## config.mk

```make
export PLATFORM = sky130hd
export DESIGN_NAME = uart_tx_fifo
export DESIGN_NICKNAME = d
export VERILOG_FILES = /design/src/rtl/uart_tx_fifo.sv
export SDC_FILE = /design/constraint.sdc
export NUM_CORES = 1
export LEC_CHECK = 0
export ABC_AREA = 1
export CORE_MARGIN = 3
export CORE_UTILIZATION = 40
export DETAILED_ROUTE_END_ITERATION = 10
export PLACE_DENSITY = 0.66
export SYNTH_ARGS = -nofsm -noshare
export SYNTH_HDL_FRONTEND = slang
export SYNTH_SLANG_ARGS = --single-unit
```

## constraint.sdc

```tcl
create_clock -name clock -period 2.75 [get_ports clock]
set_input_delay 0.55 -clock clock [delete_from_list [all_inputs] [get_ports clock]]
set_output_delay 0.55 -clock clock [all_outputs]
set_load 0.02 [all_outputs]
```

## src/rtl/uart_tx_fifo.sv

```systemverilog
// rtl/uart_tx_fifo.sv - byte FIFO feeding the UART transmitter one frame at a time.
module uart_tx_fifo #(
    parameter int DEPTH_LOG2 = 4
) (
    input  logic                  clock,
    input  logic                  reset,
    input  logic [7:0]            push_data,
    input  logic                  push_valid,
    output logic                  push_ready,
    output logic [7:0]            tx_byte,
    output logic                  tx_trigger,
    input  logic                  tx_ready,
    output logic [DEPTH_LOG2:0]   count,
    output logic                  overflow
);

    localparam int DEPTH = 1 << DEPTH_LOG2;
    localparam logic [DEPTH_LOG2:0] FULL = {1'b1, {DEPTH_LOG2{1'b0}}};

    typedef enum logic [1:0] {
        S_IDLE      = 2'd0,
        S_WAIT_BUSY = 2'd1,
        S_WAIT_DONE = 2'd2
    } state_t;

    state_t                state_q, state_d;
    logic [7:0]            mem_q [DEPTH];
    logic [DEPTH_LOG2-1:0] wr_ptr_q, wr_ptr_d;
    logic [DEPTH_LOG2-1:0] rd_ptr_q, rd_ptr_d;
    logic [DEPTH_LOG2:0]   count_q, count_d;
    logic [7:0]            tx_byte_q, tx_byte_d;
    logic                  tx_trigger_q, tx_trigger_d;
    logic                  overflow_q, overflow_d;
    logic                  push_acc;
    logic                  issue;

    assign push_ready = (count_q != FULL);
    assign push_acc   = push_valid && push_ready;
    // Issue decision uses the registered count, so a fresh push is seen a cycle later.
    assign issue      = (state_q == S_IDLE) && tx_ready && (count_q != '0);

    always_comb begin
        state_d      = state_q;
        rd_ptr_d     = rd_ptr_q;
        tx_byte_d    = tx_byte_q;
        tx_trigger_d = 1'b0;
        unique case (state_q)
            S_IDLE: begin
                if (issue) begin
                    tx_byte_d    = mem_q[rd_ptr_q];
                    tx_trigger_d = 1'b1;
                    rd_ptr_d     = rd_ptr_q + 1'b1;
                    state_d      = S_WAIT_BUSY;
                end
            end
            S_WAIT_BUSY: begin
                if (!tx_ready) state_d = S_WAIT_DONE;
            end
            S_WAIT_DONE: begin
                if (tx_ready) state_d = S_IDLE;
            end
            default: state_d = S_IDLE;
        endcase
    end

    always_comb begin
        wr_ptr_d   = push_acc ? wr_ptr_q + 1'b1 : wr_ptr_q;
        overflow_d = overflow_q | (push_valid && !push_ready);
        count_d    = count_q;
        unique case ({push_acc, issue})
            2'b10:   count_d = count_q + 1'b1;
            2'b01:   count_d = count_q - 1'b1;
            default: count_d = count_q;
        endcase
    end

    always_ff @(posedge clock) begin
        if (reset) begin
            state_q      <= S_IDLE;
            wr_ptr_q     <= '0;
            rd_ptr_q     <= '0;
            count_q      <= '0;
            tx_byte_q    <= 8'h00;
            tx_trigger_q <= 1'b0;
            overflow_q   <= 1'b0;
        end else begin
            state_q      <= state_d;
            wr_ptr_q     <= wr_ptr_d;
            rd_ptr_q     <= rd_ptr_d;
            count_q      <= count_d;
            tx_byte_q    <= tx_byte_d;
            tx_trigger_q <= tx_trigger_d;
            overflow_q   <= overflow_d;
        end
    end

    always_ff @(posedge clock) begin
        if (!reset && push_acc) mem_q[wr_ptr_q] <= push_data;
    end

    assign tx_byte    = tx_byte_q;
    assign tx_trigger = tx_trigger_q;
    assign count      = count_q;
    assign overflow   = overflow_q;

endmodule

```

==> impl_results.md <==
- Result of the run: completed
- Clock Latency Late Sink: 0.42 ns
- Worst flop-to-flop path endpoint: count[4]$_SDFFE_PP0P_
- Endpoint, Worst Hold: state_q[1]$_SDFFE_PP0P_
- Synthesis-to-finish area growth: 16.3%
- Count of final max-slew check failures: 0
- Antenna violations before repair: 0
- Placement Cell Area: 7250 sq um
- Highest-count cells in the layout ignoring fill and taps: sky130_fd_sc_hd__nand2_1, sky130_fd_sc_hd__edfxtp_1, sky130_fd_sc_hd__nand3_1
- Cell Area, Synth: 6710 sq um
- Final critical-path share of the clock period: 0.815
- Vertical die dimension: 136 um
- Pin count of the biggest net entering global routing: 67
- Warning count from the yosys run: 0
- Maximum count of clock buffers along a single path: 2
- Total length of routed wires: 15.0 mm
- Data arrival, critical path: 1.69 ns
- End-of-flow core utilization: 0.483
- Clk sinks: 153
- Unrepaired setup endpoints after global routing: false
- Number of iterations in the first detailed-routing pass: 5
- Startpoint of the most critical hold path: state_q[0]$_SDFFE_PP0P_
- Number of placement rows: 46
- Post-route cell area: 7800 sq um
- Post-synth top area cell: sky130_fd_sc_hd__edfxtp_1
- RD Place Congestion: 0.846
- Register clock-pin slew on the reported worst setup and hold paths: 0.06 ns
- Net count after synthesis: 703
- Synthesized area divided by synthesized cell count: 9.83 sq um
- Cell with the biggest individual delay on the critical path: sky130_fd_sc_hd__clkdlybuf4s50_1
- Number of DRC violations after detailed routing: 0
- Setup bufs post-CTS: 0
- Post-CTS resize count: 0
- Setup slack of the most critical reg-to-reg path: 0.64 ns
- TritonCTS clock tree: yes
- Clock skew: 0.00862 ns
- ANT nets after route: 0
- Slew headroom: 0.432
- Share of cells above drive strength 1: 0.0928
- Cell depth of the worst min-delay path: 1
- Vias per cell: 4.97
- MaxCap Viol Count: 0
- Placeable Area: 16200 sq um
- Required time at the endpoint of the critical path: 2.20 ns
- Summed negative setup slack over all endpoints: 0 ns
- Stage delay of the slowest cell on the critical path: 0.61 ns
- WL per Instance: 15.8 um
- Cell Chain, Critical Path: inv_2 -> nand4_2 -> clkdlybuf4s50_1
- Total die area: 18400 sq um
- Via count of the first global-routing pass: 4555
- Sequential share of the synthesized area: 0.647
- Number of top-level pins: 28
- Global-route wire length before repair: 24.3 mm
- Antenna fix cells: 0
- Final setup violation count: 0
- Via Count: 4712
- # nets final: 740
- CP max FO: 5
- Worst Max-Slew Pin Slew: 0.850 ns
- GRT Overall Usage: 0.174
- CP startpoint kind: flop
- Final Hold Vio Count: 0
- R2R cell count: 14
- Final critical-path required period: 2.24 ns
- Die X-Extent: 136 um
- R2r startpoint: count[0]$_SDFFE_PP0P_
- Number of synthesized register bits: 153
- Critical path start-end classification: flop to output pin
- Power per Cell Area: 869 nW/um^2
- Number of buffers inserted by port buffering: 27
- CP Capture Type: output pin
- Total number of H-tree levels: 4
- Maximum clock rate: 446 MHz
- Leakage power summed over all cells: 3.23 nW
- Effective utilization at floorplan: 0.415
- Number of design-rule violations left by the first detailed-router iteration: 460
- Clk Tree Root Cell: sky130_fd_sc_hd__clkbuf_16
- Most common cell after layout, fill and taps aside: sky130_fd_sc_hd__nand2_1
- Min-Delay Path Class: flop to flop
- Unique masters post-synth: 25
- Ranking of synthesized cells by area: sky130_fd_sc_hd__edfxtp_1, sky130_fd_sc_hd__nand2_1, sky130_fd_sc_hd__nand3_1, sky130_fd_sc_hd__dfxtp_1, sky130_fd_sc_hd__inv_1
- Hold buffer count at CTS: 0
- Worst vdd ir: 715 uV
- CTS buffer count: 17
- Remaining Overflow, GRT: 0
- Count of mapped cells out of synthesis: 683
- Share of Yosys cell area claimed by the top area cell type: 0.572
- Estimated wirelength of the detail-placed design: 9.54 mm
==> synth_stat cells (all sizes together) <==
master / instances
buf: 27
nand3: 101
nand4: 2
inv: 97
a21oi: 14
edfxtp: 128
dfxtp: 25
ha: 8
xor2: 6
clkbuf: 4
nor4: 1
nor2: 54
o21ai: 16
nand2: 198
a21boi: 1
or2: 1
==> layer usage <==
layer | wire [um] | part of all wire | GRT usage | vias to the layer above
li1 | - | - | - | 2294
met1 | 6550 | 0.44 | 0.232 | 2247
met2 | 7240 | 0.48 | 0.280 | 141
met3 | 881 | 0.059 | 0.0435 | 30
met4 | 337 | 0.022 | 0.0594 | 0
met5 | 0 | 0 | 0 | -
==> logic make-up after synthesis <==
logic type | share of synthesized area
AOI/OAI and AO/OA | 0.0235
xor gates and xnor gates | 0.00783
adders and majority gates | 0.0149
buffers and inverters | 0.0813
DFF | 0.647
and+or+nand+nor | 0.225
==> where the power goes <==
part	total, W	internal (W)	switching (W)
combinational	0.00184	0.000630	0.00121
sequential	0.00277	0.00264	0.000128
clock	0.00217	0.00131	0.000858
==> stage by stage <==
step                      std cells  setup slack (ns)  power, W  hold WS (ns)
after floorplan                 683             0.592   0.00411         0.423
after global placement          917             0.285   0.00461         0.435
after detailed placement        917             0.200   0.00465         0.460
after CTS                       949             0.495   0.00681         0.466
after global routing            949             0.391   0.00717         0.502
final                           949             0.508   0.00678         0.461
==> critical path: cells and delay by family (launching register included) <==
family                 cells  cell delay (ns)
buffers and inverters      2             0.72
flip-flops                 1             0.42
AND/OR/NAND/NOR            1             0.13
==> state kept, by name, indices dropped and copies added (netlist names) <==
| name | flops |
|---|---|
| tx_byte | 8 |
| overflow | 1 |
| mem_q | 128 |
| wr_ptr_q | 4 |
| count | 5 |
| rd_ptr_q | 4 |
| state_q | 2 |
| tx_trigger | 1 |
==> final cells by class <==
cell class              instances  area [sq um]
clock buffers                  24           482
clock inverters                 8          71.3
fillers                      1459          8370
inverters                      97           364
multi-input cells             402          1820
flip-flops and latches        153          4350
well taps                     216           270
repair buffers                 49           448
==> worst max path at each step <==
stage | startpoint | endpoint | slack (ns)
final | count[2]$_SDFFE_PP0P_ | push_ready | 0.51
after global routing | tx_ready | count[4]$_SDFFE_PP0P_ | 0.39
after CTS | count[2]$_SDFFE_PP0P_ | push_ready | 0.49
after detailed placement | tx_ready | count[4]$_SDFFE_PP0P_ | 0.20
after global placement | tx_ready | count[4]$_SDFFE_PP0P_ | 0.28
after floorplan | count[0]$_SDFFE_PP0P_ | count[4]$_SDFFE_PP0P_ | 0.59
Note: power is estimated with default switching activity, not from simulation.
